File: config.mk
export PLATFORM = sky130hd
export DESIGN_NAME = ltc2333_scan_scheduler
export DESIGN_NICKNAME = d
export VERILOG_FILES = /design/src/rtl/ltc2333_scan_scheduler.sv
export SDC_FILE = /design/constraint.sdc
export NUM_CORES = 1
export LEC_CHECK = 0
export ABC_AREA = 1
export CAP_MARGIN = 15
export CORE_ASPECT_RATIO = 0.8
export CORE_UTILIZATION = 48
export DETAILED_ROUTE_END_ITERATION = 6
export GPL_TIMING_DRIVEN = 0
export PLACE_DENSITY = 0.69
export REMOVE_ABC_BUFFERS = 1
export SYNTH_ARGS = -nofsm -noshare
export SYNTH_HDL_FRONTEND = slang
export SYNTH_SLANG_ARGS = --single-unit
File: constraint.sdc
create_clock -name clk -period 9 [get_ports clk]
set_input_delay 1.35 -clock clk [delete_from_list [all_inputs] [get_ports clk]]
set_output_delay 1.35 -clock clk [all_outputs]
set_load 0.03 [all_outputs]
File: src/rtl/ltc2333_scan_scheduler.sv
// LTC2333 scan scheduler: converts a start command plus scan parameters into
// a periodic stream of 8-bit SoftSpan configuration words, one per active
// channel, handed to the serializer over a valid/ready handshake.
module ltc2333_scan_scheduler #(
  parameter int N_CH     = 8,
  parameter int PERIOD_W = 32,
  parameter int COUNT_W  = 16
) (
  input  logic                clk,
  input  logic                reset,
  input  logic                start,
  input  logic                abort,
  input  logic [N_CH-1:0]     active_channels,
  input  logic [2:0]          range,
  input  logic [PERIOD_W-1:0] sample_period,
  input  logic [COUNT_W-1:0]  n_reads,
  output logic                cfg_valid,
  input  logic                cfg_ready,
  output logic [7:0]          cfg_word,
  output logic                cfg_last,
  output logic                busy,
  output logic                done,
  output logic                overrun,
  output logic [COUNT_W-1:0]  scan_count
);

  typedef enum logic [1:0] {IDLE, SCAN, WAIT} state_t;

  state_t              state_reg;
  logic [N_CH-1:0]     mask_reg;
  logic [2:0]          range_reg;
  logic [PERIOD_W-1:0] period_reg;
  logic [COUNT_W-1:0]  nreads_reg;
  logic [PERIOD_W-1:0] cnt_reg;
  logic [2:0]          ch_reg;

  // Returns {found, index} of the lowest set mask bit at or above 'lo'.
  function automatic logic [3:0] find_active(input logic [N_CH-1:0] m, input int lo);
    logic [3:0] r;
    r = '0;
    for (int i = N_CH - 1; i >= 0; i--) begin
      if (m[i] && (i >= lo)) r = {1'b1, 3'(i)};
    end
    return r;
  endfunction

  // Channel look-ups: first channel of a new scan (from inputs at start or
  // from the latched mask on a tick), the next channel after the current
  // one, and for each candidate whether a further channel follows it.
  logic [3:0] first_in, first_in_nx;
  logic [3:0] first_lat, first_lat_nx;
  logic [3:0] nxt, nxt_nx;

  assign first_in     = find_active(active_channels, 0);
  assign first_in_nx  = find_active(active_channels, int'(first_in[2:0]) + 1);
  assign first_lat    = find_active(mask_reg, 0);
  assign first_lat_nx = find_active(mask_reg, int'(first_lat[2:0]) + 1);
  assign nxt          = find_active(mask_reg, int'(ch_reg) + 1);
  assign nxt_nx       = find_active(mask_reg, int'(nxt[2:0]) + 1);

  logic                tick;
  logic                hs;
  logic [COUNT_W-1:0]  scan_count_inc;
  logic [PERIOD_W-1:0] p_eff;

  assign tick           = busy && (cnt_reg == period_reg - PERIOD_W'(1));
  assign hs             = cfg_valid && cfg_ready;
  assign scan_count_inc = (scan_count == '1) ? scan_count : scan_count + COUNT_W'(1);
  assign p_eff          = (sample_period == '0) ? PERIOD_W'(1) : sample_period;

  // Scheduler FSM with all outputs registered.
  always_ff @(posedge clk or posedge reset) begin
    if (reset) begin
      state_reg  <= IDLE;
      mask_reg   <= '0;
      range_reg  <= '0;
      period_reg <= PERIOD_W'(1);
      nreads_reg <= '0;
      cnt_reg    <= '0;
      ch_reg     <= '0;
      cfg_valid  <= 1'b0;
      cfg_word   <= '0;
      cfg_last   <= 1'b0;
      busy       <= 1'b0;
      done       <= 1'b0;
      overrun    <= 1'b0;
      scan_count <= '0;
    end else begin
      done <= 1'b0;
      if (busy) cnt_reg <= tick ? '0 : cnt_reg + PERIOD_W'(1);

      if (abort) begin
        // Withdraw any pending word; counters and overrun keep their values.
        state_reg <= IDLE;
        busy      <= 1'b0;
        cfg_valid <= 1'b0;
        cfg_last  <= 1'b0;
      end else begin
        case (state_reg)
          IDLE: begin
            if (start && (active_channels != '0)) begin
              mask_reg   <= active_channels;
              range_reg  <= range;
              period_reg <= p_eff;
              nreads_reg <= n_reads;
              cnt_reg    <= '0;
              scan_count <= '0;
              overrun    <= 1'b0;
              ch_reg     <= first_in[2:0];
              cfg_word   <= {2'b10, first_in[2:0], range};
              cfg_last   <= ~first_in_nx[3];
              cfg_valid  <= 1'b1;
              busy       <= 1'b1;
              state_reg  <= SCAN;
            end
          end
          SCAN: begin
            // A tick during a scan is dropped and flagged.
            if (tick) overrun <= 1'b1;
            if (hs) begin
              if (!cfg_last) begin
                ch_reg   <= nxt[2:0];
                cfg_word <= {2'b10, nxt[2:0], range_reg};
                cfg_last <= ~nxt_nx[3];
              end else begin
                scan_count <= scan_count_inc;
                cfg_valid  <= 1'b0;
                cfg_last   <= 1'b0;
                if ((nreads_reg != '0) && (scan_count_inc == nreads_reg)) begin
                  done      <= 1'b1;
                  busy      <= 1'b0;
                  state_reg <= IDLE;
                end else begin
                  state_reg <= WAIT;
                end
              end
            end
          end
          WAIT: begin
            if (tick) begin
              ch_reg    <= first_lat[2:0];
              cfg_word  <= {2'b10, first_lat[2:0], range_reg};
              cfg_last  <= ~first_lat_nx[3];
              cfg_valid <= 1'b1;
              state_reg <= SCAN;
            end
          end
          default: state_reg <= IDLE;
        endcase
      end
    end
  end

endmodule

# == After elaboration in Yosys (flattened, before gate mapping) ==
# Index checks and enable logic that the tools add are counted.
# word_totals
reg_bits,125
out_inout_bits,29
elab_cells,225
# classes
addsub,7
n_lt_le_gt_ge,32
eq_ne,16
muxes,100
bitwise,4
n_reduce_logical,52
# ops
op,n
$mux 32,6
$mux 4,24
$mux 3,28
$ge 3x4->1 const A,16
$mux 16,4
$logic_and 1x1->1,36
$add 32x1->32 const B,1
$eq 32x32->1,1
$ge 1x4->1 const A,8
$ge 2x4->1 const A,8
$logic_not 32->1,1
$mux 8,4
$pmux 16 s2,1
$sub 32x1->32 const B,1
$pmux 8 s3,1
$mux 1,20
$add 16x1->16 const B,1
$add 3x1->4 const B,4
$eq 16x16->1,1
$eq 16x16->1 const B,1
$reduce_bool 16->1,1
$ne 3x3->1 const B,5
$reduce_and 5->1,3
$mux 2,6
16 further kinds,29

# == Depth between registers and ports, before layout ==
# Gate-level depths: netlist (run 1).
# logic_depth
depth_word,27
depth_mapped,27
depth_no_buf,27

# == Worst setup path before layout (run 1) ==
# OpenSTA, ideal clock, no wires.
# synth_timing
path_kind,input-to-reg
from,input port active_channels[7]
to,register cfg_last
arrival_ps,2846
setup_slack_ps,6033
path_stages,18
path_cell_list,inv_1 nor2_1 nor2_1 o21ai_0 nand2_1 a21oi_1 inv_1 ha_1 inv_1 nor2_1 o21ai_0 nand2_1 nand3_1 nand2_1 nand3_1 a21oi_1 nand2_1 o21ai_1
# synth_between
elab_chain_len,23
word_cells_on_any_way,41
cone_classes,1 x add/sub; 8 x order compare; 1 x eq/ne; 19 x mux; 1 x bitwise; 11 x reduce/logical
# synth_lines
element,line_no,rtl
from (decl),13,"input logic [N_CH-1:0] active_channels,"
$mux 3 (8 in series),42,"if (m[i] && (i >= lo)) r = {1'b1, 3'(i)};"
$add 3x1->4,55,"assign first_in_nx = find_active(active_channels, int'(first_in[2:0]) + 1);"
$ge 3x4->1,42,
$logic_and 1x1->1,42,
$mux 4 (8 in series),42,
$not 1->1,111,cfg_last <= ~first_in_nx[3];
$mux 1,101,if (start && (active_channels != '0)) begin
$pmux 1 s3,99,case (state_reg)
$mux 1,92,if (abort) begin
to (signal assigned),111,
to (signal assigned),124,cfg_last <= ~nxt_nx[3];
to (signal assigned),143,cfg_last <= ~first_lat_nx[3];
to (decl),20,"output logic cfg_last,"
# Parallel ways exist; a longest one is shown, timed or not. The select of a mux whose other input is x is not followed.
# A chain may end at the register's enable or synchronous reset.

# == Worst setup path in the final report (run 1) ==
# layout_timing
from,input port active_channels[6]
to,register scan_count[13]
# layout_between
elab_chain_len,4
# layout_lines
element,line_no,rtl
$reduce_bool 8->1,101,
$logic_and 1x1->1,101,
$ne 2x2->1 (no line),n/a,
$reduce_and 5->1 (no line),n/a,
to (signal assigned),126,scan_count <= scan_count_inc;
to (decl),24,output logic [COUNT_W-1:0] scan_count
# No other way between the ends.

==> impl_metrics.yaml, run 1 <==
run_status:
  status: "finished, final reports clean"
detailed_routing:
  routed_wl_mm: 24.1
  firstDrtPassIters: 5
  avgViaCountPerCell: 5.15
  drc_errors: 0
  vias: 8876
  ant_nets: 0
  routedWlPerCell_um: 14.0
  drtIter0Drc: 558
cells_and_area:
  drive_gt1_share_pct: 6.81
  final_util_pct: 59.5
  num-fill-cells: 1726
  final_area_um2: 10800
  fin_cells: 1722
  diodes: 0
  synthToLayoutAreaGrowth_pct: 20.4
  final_nets: 1541
floorplanning:
  start_util_pct: 49.4
  ioPinCount: 93
  rows: 44
  fp.dieW_um: 155
  die-height_um: 124
  dieArea_um2: 19300
  coreArea_um2: 18200
synth:
  yosysWarnings: 0
  ys_types: 53
  ys_seq_elements: 121
  yosysSeqAreaShare_pct: 33.7
  synth-edff-count: 0
  async_reset_ff_share_pct: 100
  synthCells: 1370
  syn_area_per_cell_um2: 6.57
  synthesis.area_um2: 9000
  ys.flop_type: "dfrtp_1"
sta:
  slew_violations: 0
  min_period_over_period_pct: 45.8
  fin_crit_ns: 4.13
  setup_viol: 0
  finClkSkew_ns: 0.0106
  setup_ws_ns: 4.87
  hold_viol: 0
  worst_pin_slew_ns: 0.935
  relSlewSlack_pct: 37.6
  fmax_ghz: 0.242
  grt_setup_unrepaired: "false"
cts:
  ctsHoldBuffers: 0
  cts_buffer_depth: 2
  cts_buffers: 17
  post-cts-setup-buffers: 0
  h-tree-depth: 4
  clk_latency_ns: 0.43
  clock-sinks: 121
  tritoncts: "built"
  cts_root_buf: "clkbuf_16"
  cts.clk_slew.worst_paths_ns: 0.06
  cts_resized: 0
critical_path:
  r2r_slack_ns: 5.66
  crit_required_ns: 9.34
  crit_arrival_ns: 4.46
  start_kind: "primary input"
  end_kind: "register"
  critical_path_class: "primary input to register"
  path_max_fanout: 54
grt:
  antenna_found_initial: 0
  grt_pass1_wl_mm: 40.7
  grt_pass1_vias: 8506
  grt_max_degree: 93
  track_usage_pct: 26.4
  grt-ovfl-total: 0
place:
  placed_cells: 1690
  dpl_cell_area_um2: 10200
  numPortBuffers: 91
  globalplace.congestion: 0.927
  dp_hpwl_mm: 18.1
  place_ws_ns: 4.41
power:
  cellLeakagePower_nw: 5.32
  peakVddDrop_uv: 136
  p_total_w: 0.00303
  cellPowerDensity_nw_per_um2: 280
min_path:
  hold_path.class: "register to register"
flow_run:
  max_cap_viol_count: 0
## synthesized netlist by cell type, types with 3 or more instances
| master | count | share of area [%] |
|---|---|---|
| a21o_1 | 4 | 0.33 |
| a21oi_1 | 18 | 1.0 |
| a31oi_1 | 6 | 0.42 |
| buf_1 | 3 | 0.13 |
| buf_2 | 3 | 0.17 |
| buf_4 | 3 | 0.25 |
| buf_6 | 3 | 0.38 |
| clkbuf_1 | 18 | 0.75 |
| dfrtp_1 | 120 | 33 |
| ha_1 | 21 | 2.9 |
| inv_1 | 179 | 7.5 |
| inv_2 | 4 | 0.17 |
| nand2_1 | 442 | 18 |
| nand2_2 | 9 | 0.63 |
| nand3_1 | 106 | 5.9 |
| nand3_2 | 6 | 0.67 |
| nand3b_1 | 5 | 0.42 |
| nand4_1 | 37 | 2.6 |
| nor2_1 | 149 | 6.2 |
| nor2_2 | 18 | 1.3 |
| nor2_4 | 5 | 0.63 |
| nor3_1 | 19 | 1.1 |
| nor3b_1 | 3 | 0.25 |
| nor4_1 | 14 | 0.97 |
| o2111ai_1 | 3 | 0.29 |
| o211ai_1 | 3 | 0.25 |
| o21ai_0 | 75 | 4.2 |
| o21ai_1 | 8 | 0.44 |
| o21ai_2 | 6 | 0.58 |
| o21bai_1 | 3 | 0.25 |
| o22ai_1 | 5 | 0.35 |
| or2_2 | 6 | 0.42 |
| xnor2_1 | 10 | 0.97 |
| xor2_1 | 37 | 3.6 |
## worst max-delay path: stages
cell	delay (ns)
clkdlybuf4s50_1	0.49
nor2_1	0.17
nand2_1	0.08
o21ai_0	0.53
nor3_4	0.15
inv_2	0.72
nor2_1	0.10
clkinv_1	0.24
nand2_1	0.32
o21ai_0	0.30
## per-layer routing
metal | up-vias | wire (um) | share of wire, % | GRT usage [%]
met5 | - | 0 | 0 | 0
met4 | 0 | 374 | 1.5 | 8.33
li1 | 4549 | - | - | -
met3 | 32 | 1260 | 5.2 | 4.70
met2 | 230 | 10400 | 43 | 39.9
met1 | 4065 | 12100 | 50 | 38.1
## power breakdown
part | switching, W | total, W | internal [W]
combinational | 0.000907 | 0.00143 | 0.000520
sequential | 0.000194 | 0.000897 | 0.000703
clock | 0.000261 | 0.000708 | 0.000448
## cell type report
class                      count  area (um2)  area share, %
clock buffer                  20         457           4.21
clock inverter                12         149           1.37
inverter                     184         696           6.42
multi-input combinational   1035        5140           47.4
sequential                   121        3030           28.0
tap                          253         317           2.92
timing repair buffer          97        1050           9.72
## per-stage QoR
stage | setup TNS [ns] | hold slack (ns)
finish | 0 | 0.490
global route | 0 | 0.519
CTS | 0 | 0.496
detailed placement | 0 | 0.482
global placement | -9.09 | 0.462
floorplan | 0 | 0.454
## placed cells by master, fill, tap and decap left out, types with 6 or more instances in the layout
master,n
nand2_2,9
nand2_1,442
dfrtp_1,120
o21ai_1,8
nand4_1,37
nor3_1,19
o21ai_0,75
xnor2_1,10
nand3_2,6
xor2_1,37
ha_1,21
nor2_2,18
a21oi_1,18
inv_1,178
o21ai_2,6
nand3_1,106
clkdlybuf4s50_1,91
nor4_1,14
or2_2,6
nor2_1,149
a31oi_1,6
clkbuf_16,17
## worst paths after layout
check	depth (start not counted)	end	startpoint
max	10	scan_count[13]	active_channels[6]
min	1	cfg_word[7]	cfg_word[7]
max reg2reg	15	cfg_word[5]	period_reg[5]
min reg2reg	1	cfg_word[7]	cfg_word[7]
max in group asynchronous	3	period_reg[0]	reset
min in group asynchronous	2	scan_count[10]	reset
## kinds of logic (layout without fill, tap and decap cells)
| group | after synthesis | count (layout) | synth area share (%) |
|---|---|---|---|
| xor+xnor | 48 | 48 | 4.82 |
| simple gates | 826 | 826 | 40.3 |
| other cells | 1 | 1 | 0.0417 |
| buf+inv | 214 | 313 | 9.34 |
| flops | 121 | 121 | 33.7 |
| fa+ha+maj | 21 | 21 | 2.92 |
| compound gates | 139 | 139 | 8.94 |
Note: power is estimated with default switching activity, not from simulation.
==> inputs of run 2 (changes only) <==
Clock period 9 ns to 4 ns, I/O delays scaled along.
==> results of run 2 <==
The final DEF is identical to that of run 1. Status: finished, final reports clean.
Among the figures that moved: setup slack after placement 4.41 ns -> 0.159 ns; setup slack after layout 4.87 ns -> 0.624 ns; register-to-register setup slack 5.66 ns -> 0.66 ns; total power 0.00303 W -> 0.00682 W; worst IR drop on VDD 136 uV -> 306 uV
==> inputs of run 3 (changes only) <==
Settings changed: PLACE_DENSITY 0.69 to 0.72.
Clock period 4 ns to 2.9 ns, I/O delays scaled along.
==> run 3 against run 2 <==
Net effect: largest cell class unchanged; total power is 41% higher; die area stayed put; non-clock buffer count is 21 higher; worst setup slack worse by 0.42 ns; hold slack worse by 0.14 ns; clock power is 30% higher; combinational power is 47% higher; first-iteration DRC count is 4.5% higher; routed wire length is 1.4% higher; design area is 2.3% higher.
==> impl_metrics.yaml, run 3 (synthesis results as in run 1) <==
detailed_routing:
  drtIter0Drc: 583
  firstDrtPassIters: 5
  drc_errors: 0
  ant_nets: 0
  avgViaCountPerCell: 5.19
  routedWlPerCell_um: 14.0
  vias: 9062
  routed_wl_mm: 24.5
run_status:
  status: "finished, final reports clean"
grt:
  track_usage_pct: 26.1
  grt_pass1_wl_mm: 40.5
  grt_pass1_vias: 8478
  grt_max_degree: 94
  grt-ovfl-total: 0
  antenna_found_initial: 0
sta:
  fmax_ghz: 0.371
  finClkSkew_ns: 0.00966
  setup_ws_ns: 0.207
  worst_pin_slew_ns: 0.755
  min_period_over_period_pct: 92.9
  slew_violations: 0
  fin_hold_ws_ns: 0.353
  hold_viol: 0
  relSlewSlack_pct: 49.4
  setup_viol: 0
  fin_crit_ns: 2.69
critical_path:
  crit_path_end: "done"
  crit_required_ns: 3.24
  critical_path_class: "register to register"
  crit_arrival_ns: 3.03
  r2r_slack_ns: 0.21
  r2r-end: "done"
  crit_start: "scan_count[0]"
  r2r-start: "scan_count[0]"
  path_max_fanout: 8
  end_kind: "register"
  start_kind: "register"
  rr_worst_depth: 12
power:
  cellPowerDensity_nw_per_um2: 867
  peakVddDrop_uv: 399
  cellLeakagePower_nw: 5.41
flow_run:
  max_cap_viol_count: 0
cells_and_area:
  final_util_pct: 60.8
  synthToLayoutAreaGrowth_pct: 23.1
  final_nets: 1565
  drive_gt1_share_pct: 9.91
  final_cell_mix: "nand2_1, inv_1, nor2_1"
  final_area_um2: 11100
  diodes: 0
  final_common_cell: "nand2_1"
  fin_cells: 1746
cts:
  clk_latency_ns: 0.43
  cts.clk_slew.worst_paths_ns: 0.06
  cts_buffers: 17
  tritoncts: "built"
  cts_root_buf: "clkbuf_16"
  ctsHoldBuffers: 0
  clock-sinks: 121
  cts_buffer_depth: 2
  h-tree-depth: 4
place:
  dpl_cell_area_um2: 10200
  globalplace.congestion: 0.929
  dp_hpwl_mm: 17.9
  place_ws_ns: -1.26
  numPortBuffers: 91
  placed_cells: 1689
floorplanning:
  start_util_pct: 49.4
  ioPinCount: 93
  coreArea_um2: 18200
  die-height_um: 124
  rows: 44
  dieArea_um2: 19300
  fp.dieW_um: 155
min_path:
  hold_path.class: "primary input to async pin"
-- run 3: layer usage --
layer  up-vias  global-route usage (%)  wire, um
met2       251                    39.3     10700
met3        26                    5.18      1440
met4         0                    7.05       351
met1      4176                    37.8     11900
li1       4609                       -         -
met5         -                       0         0
-- run 3: timing repair --
action | in CTS | in global routing
endpoints found under the setup margin | 40 | 33
setup buffers | 3 | 19
pin swaps | 2 | 8
gates resized for setup | 6 | 28
cloned | 1 | 2
-- run 3: worst min-delay path by stage --
stage / cells after the start / from / endpoint
3_3_place_gp: 1 / cfg_word[7] / cfg_word[7]
5_1_grt: 2 / reset / cnt_reg[30]
6_report: 2 / reset / cnt_reg[30]
4_1_cts: 2 / reset / cnt_reg[30]
3_5_place_dp: 1 / cfg_word[7] / cfg_word[7]
2_1_floorplan: 2 / range_reg[0] / range_reg[0]
-- run 3: per-stage QoR --
| step | total power [W] | setup TNS (ns) |
|---|---|---|
| after CTS | 0.00931 | 0 |
| after floorplan | 0.00594 | -249.19 |
| after global routing | 0.0104 | -0.0444 |
| after detailed placement | 0.00713 | -43.24 |
| final | 0.00960 | 0 |
| after global placement | 0.00701 | -781.74 |
-- run 3: power by group --
group / switching [W] / total (W) / leakage [nW] / internal (W)
logic: 0.00294 / 0.00473 / 3.56 / 0.00179
registers: 0.000614 / 0.00280 / 1.57 / 0.00218
clock network: 0.000793 / 0.00207 / 0.280 / 0.00128
total: 0.00435 / 0.00960 / 5.41 / 0.00525
-- run 3: final cells by class --
| type | count | area, um2 |
|---|---|---|
| clock buffers | 20 | 447 |
| clock inverters | 12 | 126 |
| repair inverters | 1 | 7.51 |
| inverters | 184 | 704 |
| well taps | 253 | 317 |
| multi-input cells | 1037 | 5240 |
| fillers | 1692 | 7140 |
| repair buffers | 118 | 1200 |
| flip-flops and latches | 121 | 3030 |
-- run 3: worst max-delay path, stage by stage, from the launching register on --
cell	delay [ns]
dfrtp_2	0.42
ha_1	0.20
nand3_1	0.18
inv_1	0.13
nand2_1	0.13
nor2_4	0.19
clkinvlp_4	0.19
buf_4	0.17
nand3_1	0.05
nand2_1	0.09
a2111oi_0	0.57
nand3_1	0.13
nor2_1	0.16
